--- src/rtl/pulse_capture_module_if.sv ---
// Pulse capture bus: sampled pulse input, clear, and the published measurement results.
// Duty_Err exists only when PULSE_CAPTURE_DUTY_EN is defined.
interface pulse_capture_module_if #(
   parameter int unsigned CNT_W = 21
);
   logic             Pulse_In;
   logic             Clear;
   logic [CNT_W-1:0] High_Time;
   logic [CNT_W-1:0] Period;
   logic             Done;
   logic             Valid;
   logic             Timeout;
`ifdef PULSE_CAPTURE_DUTY_EN
   logic             Duty_Err;

   modport master (
      output Pulse_In, Clear,
      input  High_Time, Period, Done, Valid, Timeout, Duty_Err
   );
   modport slave (
      input  Pulse_In, Clear,
      output High_Time, Period, Done, Valid, Timeout, Duty_Err
   );
`else
   modport master (
      output Pulse_In, Clear,
      input  High_Time, Period, Done, Valid, Timeout
   );
   modport slave (
      input  Pulse_In, Clear,
      output High_Time, Period, Done, Valid, Timeout
   );
`endif
endinterface

--- src/rtl/pulse_capture_module.sv ---
// Measures high time and rise-to-rise period of a free-running pulse, with no-edge timeout.
// Define PULSE_CAPTURE_DUTY_EN to add the Duty_Err high-time window check.
module pulse_capture_module #(
   parameter int unsigned CNT_W   = 21,
   parameter int unsigned TIMEOUT = 2_097_151,
   parameter int unsigned HI_MIN  = 500_000,
   parameter int unsigned HI_MAX  = 500_000
) (
   input  logic                  CLK,
   input  logic                  RST,
   pulse_capture_module_if.slave bus
);

   if (TIMEOUT < 2 || 64'(TIMEOUT) >= (64'd1 << CNT_W)) begin : g_bad_timeout
      $error("TIMEOUT must lie in [2, 2**CNT_W)");
   end
   if (HI_MIN > HI_MAX) begin : g_bad_window
      $error("HI_MIN must not exceed HI_MAX");
   end

   localparam logic [1:0] IDLE = 2'd0;
   localparam logic [1:0] HIGH = 2'd1;
   localparam logic [1:0] LOW  = 2'd2;

   localparam logic [CNT_W-1:0] TO_C    = CNT_W'(TIMEOUT);
   localparam logic [CNT_W-1:0] CNT_ONE = CNT_W'(1);

   logic             sync1_q, s_q, s_d_q;
   logic             rise, fall;
   logic [1:0]       state_q, state_d;
   logic [CNT_W-1:0] cnt_q, cnt_d;
   logic [CNT_W-1:0] hi_q, hi_d;
   logic [CNT_W-1:0] high_time_q, high_time_d;
   logic [CNT_W-1:0] period_q, period_d;
   logic             done_q, done_d;
   logic             valid_q, valid_d;
   logic             timeout_q, timeout_d;
`ifdef PULSE_CAPTURE_DUTY_EN
   localparam logic [CNT_W-1:0] HI_MIN_C = CNT_W'(HI_MIN);
   localparam logic [CNT_W-1:0] HI_MAX_C = CNT_W'(HI_MAX);
   logic             duty_q, duty_d;
`endif

   // Synchroniser plus edge-detect flop; Clear leaves these running so a rise right after it counts.
   always_ff @(posedge CLK) begin
      if (RST) begin
         sync1_q <= 1'b0;
         s_q     <= 1'b0;
         s_d_q   <= 1'b0;
      end else begin
         sync1_q <= bus.Pulse_In;
         s_q     <= sync1_q;
         s_d_q   <= s_q;
      end
   end

   assign rise = s_q & ~s_d_q;
   assign fall = ~s_q & s_d_q;

   always_comb begin
      state_d     = state_q;
      cnt_d       = cnt_q;
      hi_d        = hi_q;
      high_time_d = high_time_q;
      period_d    = period_q;
      done_d      = 1'b0;
      valid_d     = valid_q;
      timeout_d   = timeout_q;
`ifdef PULSE_CAPTURE_DUTY_EN
      duty_d      = duty_q;
`endif
      if (bus.Clear) begin
         state_d     = IDLE;
         cnt_d       = '0;
         hi_d        = '0;
         high_time_d = '0;
         period_d    = '0;
         valid_d     = 1'b0;
         timeout_d   = 1'b0;
`ifdef PULSE_CAPTURE_DUTY_EN
         duty_d      = 1'b0;
`endif
      end else begin
         case (state_q)
            IDLE: begin
               cnt_d = '0;
               if (rise) begin
                  state_d = HIGH;
                  cnt_d   = CNT_ONE;
               end
            end
            HIGH, LOW: begin
               cnt_d = (cnt_q == TO_C) ? cnt_q : cnt_q + 1'b1;
               // A rise always wins over a coincident timeout.
               if (rise) begin
                  state_d = HIGH;
                  cnt_d   = CNT_ONE;
                  if (state_q == LOW) begin
                     period_d    = cnt_q;
                     high_time_d = hi_q;
                     done_d      = 1'b1;
                     valid_d     = 1'b1;
`ifdef PULSE_CAPTURE_DUTY_EN
                     duty_d      = (hi_q < HI_MIN_C) | (hi_q > HI_MAX_C);
`endif
                  end
               end else if (fall && state_q == HIGH) begin
                  state_d = LOW;
                  hi_d    = cnt_q;
               end else if (cnt_q == TO_C && !fall) begin
                  state_d   = IDLE;
                  cnt_d     = '0;
                  timeout_d = 1'b1;
                  valid_d   = 1'b0;
`ifdef PULSE_CAPTURE_DUTY_EN
                  duty_d    = 1'b0;
`endif
               end
            end
            default: begin
               state_d = IDLE;
               cnt_d   = '0;
            end
         endcase
      end
   end

   always_ff @(posedge CLK) begin
      if (RST) begin
         state_q     <= IDLE;
         cnt_q       <= '0;
         hi_q        <= '0;
         high_time_q <= '0;
         period_q    <= '0;
         done_q      <= 1'b0;
         valid_q     <= 1'b0;
         timeout_q   <= 1'b0;
      end else begin
         state_q     <= state_d;
         cnt_q       <= cnt_d;
         hi_q        <= hi_d;
         high_time_q <= high_time_d;
         period_q    <= period_d;
         done_q      <= done_d;
         valid_q     <= valid_d;
         timeout_q   <= timeout_d;
      end
   end

`ifdef PULSE_CAPTURE_DUTY_EN
   always_ff @(posedge CLK) begin
      if (RST) duty_q <= 1'b0;
      else     duty_q <= duty_d;
   end
   assign bus.Duty_Err = duty_q;
`endif

   assign bus.High_Time = high_time_q;
   assign bus.Period    = period_q;
   assign bus.Done      = done_q;
   assign bus.Valid     = valid_q;
   assign bus.Timeout   = timeout_q;

endmodule

--- src/flat_wrapper.sv ---
// flat-port wrapper written by rule: the top's interface ports become plain ports
module pulse_capture_module_flat 
#(
   parameter int unsigned CNT_W   = 21,
   parameter int unsigned TIMEOUT = 2_097_151,
   parameter int unsigned HI_MIN  = 500_000,
   parameter int unsigned HI_MAX  = 500_000
)
  (CLK, RST, bus_Pulse_In, bus_Clear, bus_High_Time, bus_Period, bus_Done, bus_Valid, bus_Timeout);
  pulse_capture_module_if #(.CNT_W(CNT_W)) bus_i ();
  input  logic CLK;
  input  logic RST;
  input wire logic [$bits(bus_i.Pulse_In)-1:0] bus_Pulse_In;
  input wire logic [$bits(bus_i.Clear)-1:0] bus_Clear;
  output wire logic [$bits(bus_i.High_Time)-1:0] bus_High_Time;
  output wire logic [$bits(bus_i.Period)-1:0] bus_Period;
  output wire logic [$bits(bus_i.Done)-1:0] bus_Done;
  output wire logic [$bits(bus_i.Valid)-1:0] bus_Valid;
  output wire logic [$bits(bus_i.Timeout)-1:0] bus_Timeout;
  assign bus_i.Pulse_In = bus_Pulse_In;
  assign bus_i.Clear = bus_Clear;
  assign bus_High_Time = bus_i.High_Time;
  assign bus_Period = bus_i.Period;
  assign bus_Done = bus_i.Done;
  assign bus_Valid = bus_i.Valid;
  assign bus_Timeout = bus_i.Timeout;
  pulse_capture_module #(.CNT_W(CNT_W), .TIMEOUT(TIMEOUT), .HI_MIN(HI_MIN), .HI_MAX(HI_MAX)) u_core (.CLK(CLK), .RST(RST), .bus(bus_i));
endmodule
--- config.mk ---
export PLATFORM = sky130hd
export DESIGN_NAME = pulse_capture_module_flat
export DESIGN_NICKNAME = d
export VERILOG_FILES = /design/src/rtl/pulse_capture_module_if.sv /design/src/rtl/pulse_capture_module.sv /design/src/flat_wrapper.sv
export SDC_FILE = /design/constraint.sdc
export NUM_CORES = 1
export LEC_CHECK = 0
export ABC_AREA = 0
export CORE_AREA = 2 2 120 64
export DETAILED_ROUTE_END_ITERATION = 12
export DIE_AREA = 0 0 122 66
export GPL_TIMING_DRIVEN = 0
export HOLD_SLACK_MARGIN = 0.15
export PLACE_DENSITY = 0.82
export SKIP_CTS_REPAIR_TIMING = 1
export SYNTH_ARGS = -nofsm -noshare
export SYNTH_HDL_FRONTEND = slang
export SYNTH_SLANG_ARGS = --single-unit
--- constraint.sdc ---
create_clock -name CLK -period 2.2 [get_ports CLK]
set_input_delay 0.44 -clock CLK [delete_from_list [all_inputs] [get_ports CLK]]
set_output_delay 0.44 -clock CLK [all_outputs]
set_load 0.01 [all_outputs]
==> results_dict.tcl, run 1 <==
set metrics [dict create \
    wl_per_cell_um 15.7 \
    crit_fanout 10 \
    fin_nets 519 \
    path_delay_family "simple AND/OR/NAND/NOR gates" \
    drc 0 \
    status "finished, final reports clean" \
    avgSynthCellArea_um2 8.17 \
    post-route-min-period_ps 2050 \
    setup_tns_ps 0 \
    min_path_type "flip-flop to flip-flop" \
    rsz0062_at_grt "true" \
    p_leak_nw 1.49 \
    p_per_area_nw_per_um2 755 \
    arrival_ps 2280 \
    boundaryPins 49 \
    nFillCells 545 \
    clockBufferDepth 2 \
    seqPwrFrac_pct 47.7 \
    switching_share_pct 19.8 \
    slowest_delay_ps 430 \
    worst-path-stages 7 \
    irDropWorstVdd_uv 421 \
    hold_viol_final 0 \
    maxSlewViolCount 0 \
    cts_root_buf "clkbuf_16" \
    grt_max_degree 17 \
    fin_skew_ps 7.66 \
    io_buffers 48 \
    placed_area_um2 4250 \
    synth-main-ff-cell "dfxtp_1" \
    placed_cells 591 \
    rows 22 \
    total_power_mw 3.50 \
    hpwl_mm 6.81 \
    gp_congestion 0.962 \
    postRouteAntennaNets 0 \
    die_x_um 122 \
    synthTopCellsByArea "dfxtp_1 50%, nand2_1 14%, a21oi_1 9.9%" \
    via_count 3390 \
    grt_antenna_before_repair 0 \
    maxCapViolCount 0 \
    yosysMostFrequentCell "nand2_1" \
    clkTransAtPathRegs_ps 70 \
    fin_util_pct 66.1 \
    track_usage_pct 25.1 \
    crit_buf_inv 1 \
    hold-path-cell-count 1 \
    multiInputGateArea_um2 1680 \
    ys_seq_area_share_pct 50.4 \
    synthToLayoutAreaGrowth_pct 27.0 \
    routed_via_density 5.56 \
    path_cells "ha_2 > nand4_2 > nor3_1 > nand4_1 > o2111ai_1 > buf_2 > nor2_1" \
    cts_buffers 9 \
    p_comb_share_pct 1.4 \
    finalNonFillerCells 610 \
    power.internal_mw 2.81 \
    insertion_delay_ps 340 \
    drt_iter0_drc 420 \
    fin_area_um2 4640 \
    switchingPower_mw 0.695 \
    synth_top_area_share_pct 50.4 \
    drive_gt1_share_pct 7.20 \
    r2r_cells 7 \
    die_h_um 66 \
    yosysTopAreaCell "dfxtp_1" \
    relSlewSlack_pct 63.7 \
    syn-num-nets 457 \
    ff_latch_area_um2 1840 \
    synth_common_cells "137 x nand2_1, 92 x dfxtp_1, 72 x a21oi_1" \
    ys_types 42 \
    overflow 0 \
    start_kind "flip-flop" \
    routed_wl_mm 9.60 \
    dr.pass1.iters 5 \
    first_global_vias 3161 \
    yosysWarnings 0 \
    diodes 0 \
    initial_core_util_pct 52.0 \
    setup_viol 0 \
    synth_seq_cells 92 \
    max_freq_mhz 488 \
    clock-sinks 92 \
    grt_pass1_wl_mm 15.3 \
    syn_inst 447 \
    syn_area_um2 3650 \
    clockPowerShare_pct 50.9 \
    synth_edf_count 0 \
    crit_slowest_cell "dfxtp_2" \
    end_kind "flip-flop" \
    postSynth.asyncResetShare_pct 0 \
    period_share_pct 93.2 \
    dieArea_um2 8050 \
    path_class "flip-flop to flip-flop" \
    required_ps 2430 \
    core-area_um2 7020 \
    htree_levels 3 \
    cts_tree "done" \
    worst_pin_slew_ps 544 \
]
[layout by cell type (no fill, tap or decap), types with 3 or more instances in the layout]
master,netlist,routed
buf_2,8,8
clkdlybuf4s50_1,0,48
a211oi_1,3,3
buf_4,1,4
and4_1,4,4
clkbuf_16,0,9
nand3_1,12,12
nor2_1,22,22
ha_1,6,5
inv_1,3,3
nor2b_1,5,5
bufinv_16,0,3
a21oi_1,72,72
xnor2_1,11,11
nand2b_1,3,3
nand4_1,5,5
nor3_1,6,5
and3_1,5,5
dfxtp_1,92,90
clkbuf_1,19,20
nand2_1,137,137
xor2_1,4,4
[through the flow]
step                worst slack, ps  hold slack (ps)
floorplan                       215              414
global placement              -97.6              424
detailed placement             -137              425
CTS                            -136              439
global route                  -23.9              457
finish                          149              436
[final cells by class]
cell class              instances  area share (%)
well taps                      96            2.59
repair buffers                 51            10.8
clock inverters                 6            2.56
clock buffers                  10            4.94
inverters                       3           0.243
plain buffers                  30            2.89
flip-flops and latches         92            39.8
multi-input cells             322            36.2
[sequential cells by signal (all words and copies together) (netlist names), 2 cells and up]
register	flops
u_core.state_q	2
u_core.cnt_q	21
u_core.bus.Period	21
u_core.hi_q	21
u_core.bus.High_Time	21
[worst register-to-register path: cells and delay by family (launching register included)]
| kind | cells | cell delay [ps] |
|---|---|---|
| adders and majority gates | 1 | 290 |
| buffers and inverters | 1 | 270 |
| DFF | 1 | 430 |
| AOI/OAI and AO/OA | 1 | 260 |
| and+or+nand+nor | 4 | 670 |
[power by group through the flow]
| stage | clock (mW) | combinational (mW) | sequential [mW] |
|---|---|---|---|
| 6_report | 1.78 | 0.0489 | 1.67 |
| 5_1_grt | 1.87 | 0.0524 | 1.67 |
| 4_1_cts | 1.80 | 0.0472 | 1.67 |
| 3_5_place_dp | 0 | 0.0467 | 1.71 |
| 3_3_place_gp | 0 | 0.0450 | 1.71 |
| 2_1_floorplan | 0 | 0.0290 | 1.71 |
[cells by family (layout without fill, tap and decap cells)]
kind of cell	count (synthesis)	in the layout	share of synthesized area (%)
muxes	2	2	0.548
xor gates and xnor gates	15	15	3.60
AOI/OAI and AO/OA	89	89	13.4
buffers and inverters	33	100	3.97
adders and majority gates	6	6	2.05
DFF	92	92	50.4
and+or+nand+nor	210	210	26.0
[final timing paths]
kind	startpoint	endpoint	slack, ps
hold / removal	u_core.sync1_q$_SDFF_PP0_	u_core.s_q$_SDFF_PP0_	440
setup reg to reg	u_core.cnt_q[0]$_SDFF_PP0_	u_core.cnt_q[17]$_SDFF_PP0_	150
hold reg to reg	u_core.sync1_q$_SDFF_PP0_	u_core.s_q$_SDFF_PP0_	440
setup / recovery	u_core.cnt_q[0]$_SDFF_PP0_	u_core.cnt_q[17]$_SDFF_PP0_	150
[metal layers]
layer	vias to the layer above	track usage (%)	part of all wire (%)
met5	-	0	0
met4	0	10.3	2.3
met3	24	8.62	10
met2	162	38.4	44
met1	1580	32.7	43
li1	1624	-	-
Power figures use the tool's default switching activity.
==> run 2: changes to the inputs <==
- GPL_TIMING_DRIVEN: 0 -> unset
- SKIP_LAST_GASP: unset -> 1
==> run 2 against run 1 <==
- core utilization decreased by 0.071 points
- cell count fell by 0.98%
- worst setup slack worse by 26 ps
- routed wire length is 7.7% lower
- sequential power about the same
- flip-flop and latch count unchanged
- cell area down 0.11%
- combinational power shrank 6.3%
- clock power is 12% lower
==> results_dict.tcl, run 2 (same netlist as run 1, synthesis figures left out) <==
set metrics [dict create \
    hpwl_mm 6.27 \
    track_usage_pct 23.5 \
    crit_slowest_cell "dfxtp_1" \
    reg2reg_to "u_core.bus.Valid$_SDFFE_PP0P_" \
    routed_wl_mm 8.86 \
    mostFrequentLayoutCell "nand2_1" \
    diodes 0 \
    wl_per_cell_um 14.7 \
    crit_fanout 8 \
    layout_common_cells "137 x nand2_1, 92 x dfxtp_1, 72 x a21oi_1, 48 x clkdlybuf4s50_1, 27 x buf_4" \
    worstHoldEndpoint "u_core.s_q$_SDFF_PP0_" \
    clockBufferDepth 2 \
    initial_core_util_pct 52.0 \
    clkTransAtPathRegs_ps 60 \
    r2r_cells 6 \
    insertion_delay_ps 350 \
    die_x_um 122 \
    first_global_vias 2953 \
    p_leak_nw 1.53 \
    path_class "flip-flop to flip-flop" \
    setup_tns_ps 0 \
    period_share_pct 94.4 \
    use_met3_pct 6.81 \
    gp_congestion 0.897 \
    path_delay_family "simple AND/OR/NAND/NOR gates" \
    postRouteAntennaNets 0 \
    grtUsageMet1_pct 33.9 \
    irDropWorstVdd_uv 372 \
    finalNonFillerCells 604 \
    fin_nets 513 \
    fin_area_um2 4630 \
    post-route-min-period_ps 2080 \
    fin_skew_ps 9.90 \
    required_ps 2440 \
    worst_pin_slew_ps 648 \
    use_met2_pct 33.9 \
    via_count 3282 \
    total_power_mw 3.29 \
    placed_cells 588 \
    hold-path-cell-count 1 \
    max_freq_mhz 481 \
    p_per_area_nw_per_um2 709 \
    cts_buffers 9 \
    end_kind "flip-flop" \
    htree_levels 3 \
    slowest_delay_ps 470 \
    boundaryPins 49 \
    cts_tree "done" \
    dr.pass1.iters 6 \
    drt_iter0_drc 325 \
    maxSlewViolCount 0 \
    arrival_ps 2310 \
    holdWs_ps 444 \
    relSlewSlack_pct 56.8 \
    core-area_um2 7020 \
    overflow 0 \
    min_path_type "flip-flop to flip-flop" \
    start_kind "flip-flop" \
    clock-sinks 92 \
    nFillCells 570 \
    grt_antenna_before_repair 0 \
    placed_area_um2 4320 \
    die_h_um 66 \
    grt_max_degree 67 \
    hold_viol_final 0 \
    drc 0 \
    grt_pass1_wl_mm 14.3 \
    status "finished, final reports clean" \
    cts_root_buf "clkbuf_16" \
    worst-r2r-setup-slack_ps 120 \
    rows 22 \
    synthToLayoutAreaGrowth_pct 26.8 \
    dieArea_um2 8050 \
    setup_viol 0 \
    routed_via_density 5.43 \
    crit_buf_inv 0 \
    path_cells "ha_2 > nand4_2 > nor4_4 > and2_2 > o2111ai_1 > a31o_1" \
    hp-start "u_core.sync1_q$_SDFF_PP0_" \
    rr_startpoint "u_core.cnt_q[1]$_SDFF_PP0_" \
    maxCapViolCount 0 \
    grt.busiest_layer "met1" \
    drive_gt1_share_pct 10.0 \
    io_buffers 48 \
]
-- run 2: final cells by class --
| type | instances | area, um2 | area share [%] |
|---|---|---|---|
| flip-flops and latches | 92 | 1840 | 39.7 |
| clock inverters | 6 | 68.8 | 1.48 |
| well taps | 96 | 120 | 2.59 |
| multi-input cells | 322 | 1670 | 36.0 |
| clock buffers | 10 | 239 | 5.16 |
| inverters | 3 | 11.3 | 0.243 |
| repair buffers | 75 | 683 | 14.7 |
-- run 2: stage by stage --
| stage | setup slack [ps] | util (%) |
|---|---|---|
| 2_1_floorplan | 215 | - |
| 3_3_place_gp | 187 | 61.6 |
| 3_5_place_dp | 65.0 | 61.6 |
| 4_1_cts | 59.4 | 66.0 |
| 5_1_grt | -10.9 | 66.0 |
| 6_report | 123 | 66.0 |
-- run 2: per-layer routing --
metal / part of all wire (%) / routed length [um]
met5: 0 / 0
met4: 1.5 / 137
met3: 11 / 984
met2: 41 / 3650
met1: 46 / 4090
-- run 2: how the worst max path moves through the flow --
stage	start	to	slack [ps]	depth (start not counted)
2_1_floorplan	u_core.cnt_q[0]$_SDFF_PP0_	u_core.bus.Valid$_SDFFE_PP0P_	220	7
3_3_place_gp	bus_Clear	u_core.bus.Valid$_SDFFE_PP0P_	190	5
3_5_place_dp	u_core.cnt_q[1]$_SDFF_PP0_	u_core.bus.Valid$_SDFFE_PP0P_	60	6
4_1_cts	u_core.cnt_q[1]$_SDFF_PP0_	u_core.bus.Valid$_SDFFE_PP0P_	60	6
5_1_grt	u_core.cnt_q[1]$_SDFF_PP0_	u_core.bus.Valid$_SDFFE_PP0P_	-10	6
6_report	u_core.cnt_q[1]$_SDFF_PP0_	u_core.bus.Valid$_SDFFE_PP0P_	120	6
-- run 2: power breakdown --
part           switching (mW)  total (mW)  internal [mW]
Clock                   0.650        1.57          0.923
Sequential            0.00209        1.67           1.67
Combinational          0.0313      0.0458         0.0145
Total                   0.683        3.29           2.61
-- run 2: worst register-to-register path, delay by kind of cell, from the launching register on --
family	cells	cell delay (ps)
AO/OA/AOI/OAI	2	400
adder cells (fa/ha/maj)	1	330
flip-flops	1	470
AND/OR/NAND/NOR	3	770
